--- src/rtl/ram_port_arbiter_if.sv ---
// One requester's command/response bundle toward the shared work-RAM arbiter.
interface ram_port_arbiter_if #(
    parameter int unsigned AW = 9,
    parameter int unsigned DW = 8
) ();
    logic          req;
    logic          wr;
    logic [AW-1:0] addr;
    logic [DW-1:0] wdata;
    logic          ack;
    logic [DW-1:0] rdata;

    // Requester side drives the command, arbiter side returns ack/rdata.
    modport master (output req, output wr, output addr, output wdata,
                    input ack, input rdata);
    modport slave  (input req, input wr, input addr, input wdata,
                    output ack, output rdata);
endinterface

--- src/rtl/ram_port_arbiter.sv ---
// Two-requester round-robin arbiter/sequencer for the single-port 512x8 work RAM.
// Each granted access takes IDLE -> ACCESS -> DONE; ack and read data are registered.
module ram_port_arbiter #(
    parameter int unsigned AW = 9,
    parameter int unsigned DW = 8
) (
    input  logic                  i_clk,
    input  logic                  i_n_rst,
    ram_port_arbiter_if.slave     a_if,
    ram_port_arbiter_if.slave     b_if,
    output logic [AW-1:0]         o_mem_addr,
    output logic [DW-1:0]         o_mem_wdata,
    output logic                  o_mem_rden,
    output logic                  o_mem_wren,
    input  logic [DW-1:0]         i_mem_q,
    output logic                  o_busy
);

    typedef enum logic [1:0] {
        StIdle   = 2'd0,
        StAccess = 2'd1,
        StDone   = 2'd2
    } state_e;

    state_e        r_state,     w_state;
    logic          r_owner,     w_owner;     // 0 = A, 1 = B
    logic          r_wr,        w_wr;
    logic          r_last_b,    w_last_b;    // last grant went to B
    logic [AW-1:0] r_mem_addr,  w_mem_addr;
    logic [DW-1:0] r_mem_wdata, w_mem_wdata;
    logic          r_mem_rden,  w_mem_rden;
    logic          r_mem_wren,  w_mem_wren;
    logic          r_a_ack,     w_a_ack;
    logic          r_b_ack,     w_b_ack;
    logic [DW-1:0] r_a_rdata,   w_a_rdata;
    logic [DW-1:0] r_b_rdata,   w_b_rdata;
    logic          r_busy,      w_busy;

    logic          w_elig_a;
    logic          w_elig_b;
    logic          w_grant_b;

    // Arbitration and next-state/output decode.
    always_comb begin
        w_state     = r_state;
        w_owner     = r_owner;
        w_wr        = r_wr;
        w_last_b    = r_last_b;
        w_mem_addr  = r_mem_addr;
        w_mem_wdata = r_mem_wdata;
        w_mem_rden  = 1'b0;
        w_mem_wren  = 1'b0;
        w_a_ack     = 1'b0;
        w_b_ack     = 1'b0;
        w_a_rdata   = r_a_rdata;
        w_b_rdata   = r_b_rdata;

        // A requester still holding req on its own ack cycle is not re-eligible yet.
        w_elig_a  = a_if.req & ~r_a_ack;
        w_elig_b  = b_if.req & ~r_b_ack;
        w_grant_b = w_elig_b & (~w_elig_a | ~r_last_b);

        unique case (r_state)
            StIdle: begin
                if (w_elig_a || w_elig_b) begin
                    w_owner  = w_grant_b;
                    w_last_b = w_grant_b;
                    if (w_grant_b) begin
                        w_wr        = b_if.wr;
                        w_mem_addr  = b_if.addr;
                        w_mem_wdata = b_if.wdata;
                    end else begin
                        w_wr        = a_if.wr;
                        w_mem_addr  = a_if.addr;
                        w_mem_wdata = a_if.wdata;
                    end
                    w_mem_wren = w_wr;
                    w_mem_rden = ~w_wr;
                    w_state    = StAccess;
                end
            end
            StAccess: begin
                w_state = StDone;
            end
            StDone: begin
                // mem_q is valid this cycle for the read issued in ACCESS.
                if (r_owner) begin
                    w_b_ack = 1'b1;
                    if (!r_wr) begin
                        w_b_rdata = i_mem_q;
                    end
                end else begin
                    w_a_ack = 1'b1;
                    if (!r_wr) begin
                        w_a_rdata = i_mem_q;
                    end
                end
                w_state = StIdle;
            end
            default: begin
                w_state = StIdle;
            end
        endcase

        w_busy = (w_state != StIdle);
    end

    // State and registered outputs; reset aborts any access in flight.
    always_ff @(posedge i_clk or negedge i_n_rst) begin
        if (!i_n_rst) begin
            r_state     <= StIdle;
            r_owner     <= 1'b0;
            r_wr        <= 1'b0;
            r_last_b    <= 1'b1;
            r_mem_addr  <= '0;
            r_mem_wdata <= '0;
            r_mem_rden  <= 1'b0;
            r_mem_wren  <= 1'b0;
            r_a_ack     <= 1'b0;
            r_b_ack     <= 1'b0;
            r_a_rdata   <= '0;
            r_b_rdata   <= '0;
            r_busy      <= 1'b0;
        end else begin
            r_state     <= w_state;
            r_owner     <= w_owner;
            r_wr        <= w_wr;
            r_last_b    <= w_last_b;
            r_mem_addr  <= w_mem_addr;
            r_mem_wdata <= w_mem_wdata;
            r_mem_rden  <= w_mem_rden;
            r_mem_wren  <= w_mem_wren;
            r_a_ack     <= w_a_ack;
            r_b_ack     <= w_b_ack;
            r_a_rdata   <= w_a_rdata;
            r_b_rdata   <= w_b_rdata;
            r_busy      <= w_busy;
        end
    end

    assign o_mem_addr  = r_mem_addr;
    assign o_mem_wdata = r_mem_wdata;
    assign o_mem_rden  = r_mem_rden;
    assign o_mem_wren  = r_mem_wren;
    assign o_busy      = r_busy;
    assign a_if.ack    = r_a_ack;
    assign a_if.rdata  = r_a_rdata;
    assign b_if.ack    = r_b_ack;
    assign b_if.rdata  = r_b_rdata;

    // Structural invariants of the RAM port and the ack pulses.
    a_one_enable : assert property (@(posedge i_clk) disable iff (!i_n_rst)
        !(r_mem_rden && r_mem_wren));
    a_one_ack : assert property (@(posedge i_clk) disable iff (!i_n_rst)
        !(r_a_ack && r_b_ack));
    a_enable_in_access : assert property (@(posedge i_clk) disable iff (!i_n_rst)
        (r_mem_rden || r_mem_wren) == (r_state == StAccess));

endmodule
--- src/flat_wrapper.sv ---
// flat-port wrapper written by rule: the top's interface ports become plain ports
module ram_port_arbiter_flat 
#(
    parameter int unsigned AW = 9,
    parameter int unsigned DW = 8
)
  (i_clk, i_n_rst, o_mem_addr, o_mem_wdata, o_mem_rden, o_mem_wren, i_mem_q, o_busy, a_if_req, a_if_wr, a_if_addr, a_if_wdata, a_if_ack, a_if_rdata, b_if_req, b_if_wr, b_if_addr, b_if_wdata, b_if_ack, b_if_rdata);
  ram_port_arbiter_if #(.AW(AW), .DW(DW)) a_if_i ();
  ram_port_arbiter_if #(.AW(AW), .DW(DW)) b_if_i ();
  input  logic i_clk;
  input  logic i_n_rst;
  output logic [AW-1:0] o_mem_addr;
  output logic [DW-1:0] o_mem_wdata;
  output logic o_mem_rden;
  output logic o_mem_wren;
  input  logic [DW-1:0] i_mem_q;
  output logic o_busy;
  input wire logic [$bits(a_if_i.req)-1:0] a_if_req;
  input wire logic [$bits(a_if_i.wr)-1:0] a_if_wr;
  input wire logic [$bits(a_if_i.addr)-1:0] a_if_addr;
  input wire logic [$bits(a_if_i.wdata)-1:0] a_if_wdata;
  output wire logic [$bits(a_if_i.ack)-1:0] a_if_ack;
  output wire logic [$bits(a_if_i.rdata)-1:0] a_if_rdata;
  input wire logic [$bits(b_if_i.req)-1:0] b_if_req;
  input wire logic [$bits(b_if_i.wr)-1:0] b_if_wr;
  input wire logic [$bits(b_if_i.addr)-1:0] b_if_addr;
  input wire logic [$bits(b_if_i.wdata)-1:0] b_if_wdata;
  output wire logic [$bits(b_if_i.ack)-1:0] b_if_ack;
  output wire logic [$bits(b_if_i.rdata)-1:0] b_if_rdata;
  assign a_if_i.req = a_if_req;
  assign a_if_i.wr = a_if_wr;
  assign a_if_i.addr = a_if_addr;
  assign a_if_i.wdata = a_if_wdata;
  assign a_if_ack = a_if_i.ack;
  assign a_if_rdata = a_if_i.rdata;
  assign b_if_i.req = b_if_req;
  assign b_if_i.wr = b_if_wr;
  assign b_if_i.addr = b_if_addr;
  assign b_if_i.wdata = b_if_wdata;
  assign b_if_ack = b_if_i.ack;
  assign b_if_rdata = b_if_i.rdata;
  ram_port_arbiter #(.AW(AW), .DW(DW)) u_core (.i_clk(i_clk), .i_n_rst(i_n_rst), .a_if(a_if_i), .b_if(b_if_i), .o_mem_addr(o_mem_addr), .o_mem_wdata(o_mem_wdata), .o_mem_rden(o_mem_rden), .o_mem_wren(o_mem_wren), .i_mem_q(i_mem_q), .o_busy(o_busy));
endmodule
--- config.mk ---
export PLATFORM = sky130hd
export DESIGN_NAME = ram_port_arbiter_flat
export DESIGN_NICKNAME = d
export VERILOG_FILES = /design/src/rtl/ram_port_arbiter_if.sv /design/src/rtl/ram_port_arbiter.sv /design/src/flat_wrapper.sv
export SDC_FILE = /design/constraint.sdc
export NUM_CORES = 1
export LEC_CHECK = 0
export ABC_AREA = 1
export BUFFER_PORTS_ARGS = -buffer_cell sky130_fd_sc_hd__buf_2
export CAP_MARGIN = 20
export CELL_PAD_IN_SITES_DETAIL_PLACEMENT = 0
export CELL_PAD_IN_SITES_GLOBAL_PLACEMENT = 1
export CORE_MARGIN = 2
export CORE_UTILIZATION = 25
export CTS_CLUSTER_SIZE = 20
export DETAILED_ROUTE_END_ITERATION = 16
export GPL_ROUTABILITY_DRIVEN = 0
export PLACE_DENSITY = 0.74
export SLEW_MARGIN = 20
export SYNTH_ARGS = -nofsm -noshare
export SYNTH_HDL_FRONTEND = slang
export SYNTH_SLANG_ARGS = --single-unit
--- constraint.sdc ---
create_clock -name i_clk -period 1.2 [get_ports i_clk]
set_input_delay 0.12 -clock i_clk [delete_from_list [all_inputs] [get_ports i_clk]]
set_output_delay 0.12 -clock i_clk [all_outputs]
set_load 0.02 [all_outputs]
==> impl_metrics.yaml <==
timing:
  hold_violations: 0
  rsz0062_at_grt: "yes"
  fin_skew_ps: 6.367
  timing.fmax_mhz: 793.7
  max_slew_margin_pct: 73.50
  tightest_slew_ps: 397.6
  period_share_pct: 105.0
  finalSetupViolations: 19
  setup_slack_ps: -59.88
  drv_slew: 0
  timing.final.crit_period_ps: 1260
  setup_tns_ps: -737.1
power:
  powerDensity_nw_per_um2: 2632
  vdd_drop_max_v: 0.0007176
  power_leakage_nw: 1.739
grt:
  grt-ovfl-total: 0
  grt_max_degree: 22
  track_usage_pct: 11.87
  first_global_vias: 1780
  grt_pass1_wl_um: 8369
  antenna_found_initial: 2
yosys:
  synth_area_leaders: "dfrtp_1 50%, nand2_1 13%, inv_1 8.9%, nand3_1 8.6%, buf_6 3.7%"
  synth_common_cells: "74 x nand2_1, 50 x inv_1, 42 x dfrtp_1"
  synth_nets: 297
  avgSynthCellArea_um2: 8.447
  synth_ff_type: "dfrtp_1"
  synth_area_um2: 2103
  synth_area_leader_cell: "dfrtp_1"
  synth_edf_count: 0
  ys_ff_latch: 43
  yosysWarningCount: 0
  synth_top_area_share_pct: 49.97
  async_flop_share_pct: 100.0
  synth.yosys.seq_area_share_pct: 51.22
  synth.distinct_cells: 21
  yosys.cell_count.top_type: "nand2_1"
  netlist_instances: 249
setup_path:
  crit_arrival_ps: 1500
  startpoint: "u_core.a_if.ack$_DFF_PN0_"
  worst_ep_required_time_ps: 1440
  worst_setup_path_start_kind: "flip-flop"
  cp_max_fo: 5
  r2r_slack_ps: -60
  worstReg2RegStart: "u_core.a_if.ack$_DFF_PN0_"
  path_class: "reg2reg"
  crit_path_end_kind: "flip-flop"
clocking:
  clkSlewWorstSetupHoldPaths_ps: 80
  cts_max_path_buffers: 2
  clk_latency_ps: 290
  cts-root-buf: "clkbuf_8"
  cts_max_level: 2
  clock_sinks: 43
  numCtsBuffers: 5
  cts_tree: "built"
detailed_routing:
  num_vias: 1910
  finalWirelength_um: 5517
  via_per_inst: 4.189
  drtIter0Drc: 51
  drc: 0
  drt_pass1_iterations: 4
  wl_per_cell_um: 12.10
  ant_nets: 0
die:
  core_um2: 8175
  ios: 86
  die_w_um: 95.72
  rows: 33
  die_y_um: 95.72
  initial_utilization_pct: 25.73
  dieArea_um2: 9162
run_status:
  violations: "setup timing"
  status: "complete, but fails checks"
place:
  place_hpwl_um: 4005
  place_area_um2: 2631
  pre_cts_ws_ps: -14.96
  numPortBuffers: 85
final_layout:
  syn_to_final_growth_pct: 39.74
  drive_gt1_share_pct: 41.14
  fin_nets: 397
  final_area_um2: 2939
  fillers: 872
  postLayoutCoreUtil_pct: 35.95
worst_hold_path:
  min-delay-start: "i_mem_q[5]"
  hold_class: "in2reg"
run:
  drv_cap: 0
==> report_power, final <==
part           switching, W  leakage (nW)  total [W]  internal, W
clock network      0.000502        0.0581    0.00112     0.000620
registers          0.000440         0.525    0.00262      0.00218
logic               0.00246          1.16    0.00399      0.00154
total               0.00340          1.74    0.00774      0.00434
==> cell families (layout without fill, tap and decap cells) <==
kind of cell    Yosys count  count (layout)  synth area share (%)
compound gates           20              20                 6.722
buf+inv                  64             164                 15.88
flops                    43              43                 51.22
other cells               0               1                     0
simple gates            122             123                 26.17
==> worst max-delay path: stages (launching register included) <==
cell and delay (ps):
dfrtp_2 410, inv_2 90, nand2_2 70, a21oi_4 220
buf_6 150, buf_6 120, nand3_2 70, nand2_1 70
==> worst paths after layout <==
kind / endpoint / depth (start not counted)
worst max-delay path: u_core.r_wr$_DFFE_PN0P_ / 7
worst min-delay path: u_core.b_if.rdata[5]$_DFFE_PN0P_ / 3
worst max register to register: u_core.r_wr$_DFFE_PN0P_ / 7
worst min register to register: u_core.o_mem_addr[6]$_DFFE_PN0P_ / 2
max in group asynchronous: u_core.b_if.rdata[7]$_DFFE_PN0P_ / 3
min in group asynchronous: u_core.b_if.rdata[0]$_DFFE_PN0P_ / 2
==> state kept, by name, summed over array words and instances (netlist names) <==
| name | count |
|---|---|
| u_core.a_if.rdata | 8 |
| u_core.r_state | 2 |
| u_core.o_mem_addr | 9 |
| u_core.r_owner | 1 |
| u_core.b_if.ack | 1 |
| u_core.o_busy | 1 |
| u_core.a_if.ack | 1 |
| u_core.r_wr | 1 |
| u_core.o_mem_rden | 1 |
| u_core.o_mem_wren | 1 |
| u_core.o_mem_wdata | 8 |
| u_core.b_if.rdata | 8 |
| u_core.r_last_b | 1 |
==> cell type report <==
type | instances | area, um^2 | area share, %
sequential | 43 | 1079 | 36.70
timing repair buffer | 102 | 628.1 | 21.37
tap | 105 | 131.4 | 4.470
clock inverter | 3 | 43.79 | 1.490
multi-input combinational | 143 | 775.7 | 26.39
clock buffer | 5 | 68.82 | 2.341
inverter | 53 | 203.9 | 6.939
antenna | 1 | 2.502 | 0.08514
timing repair inverter | 1 | 6.256 | 0.2129
==> layout by cell type (no fill, tap or decap), types with 2 or more instances in the layout <==
cell type / count
buf_12: 2
buf_2: 85
buf_4: 6
buf_6: 6
clkbuf_8: 5
clkinv_4: 2
dfrtp_1: 41
inv_1: 49
inv_2: 3
nand2_1: 72
nand2_2: 3
nand2_4: 2
nand3_1: 29
nand3_2: 7
nand3b_4: 2
nor2_1: 3
nor2_4: 2
o21ai_0: 8
o21ai_1: 2
o21ai_2: 8
==> metrics by stage <==
step                instances  hold WS [ps]  power (W)
floorplan                 249        -175.6   0.005086
global placement          438         67.04   0.006098
detailed placement        438         70.97   0.006172
CTS                       447         69.20   0.007344
global route              455         72.98   0.008395
finish                    456         78.70   0.007736
==> metal layers <==
layer	track usage, %	wire length [um]	vias to the layer above
li1	-	-	962
met1	14.69	2317	899
met2	19.81	2803	40
met3	3.837	314	7
met4	3.452	68	2
met5	0	13	-
==> what timing repair did <==
item / 4_1_cts / 5_1_grt
hold buffers: 1 / 0
setup buffers: 0 / 5
hold endpoints to repair: 13 / 0
setup endpoints to repair: 19 / 32
gates resized for setup: 1 / 28
pin swaps: 1 / 7
gates cloned: 0 / 3
Power figures use the tool's default switching activity.
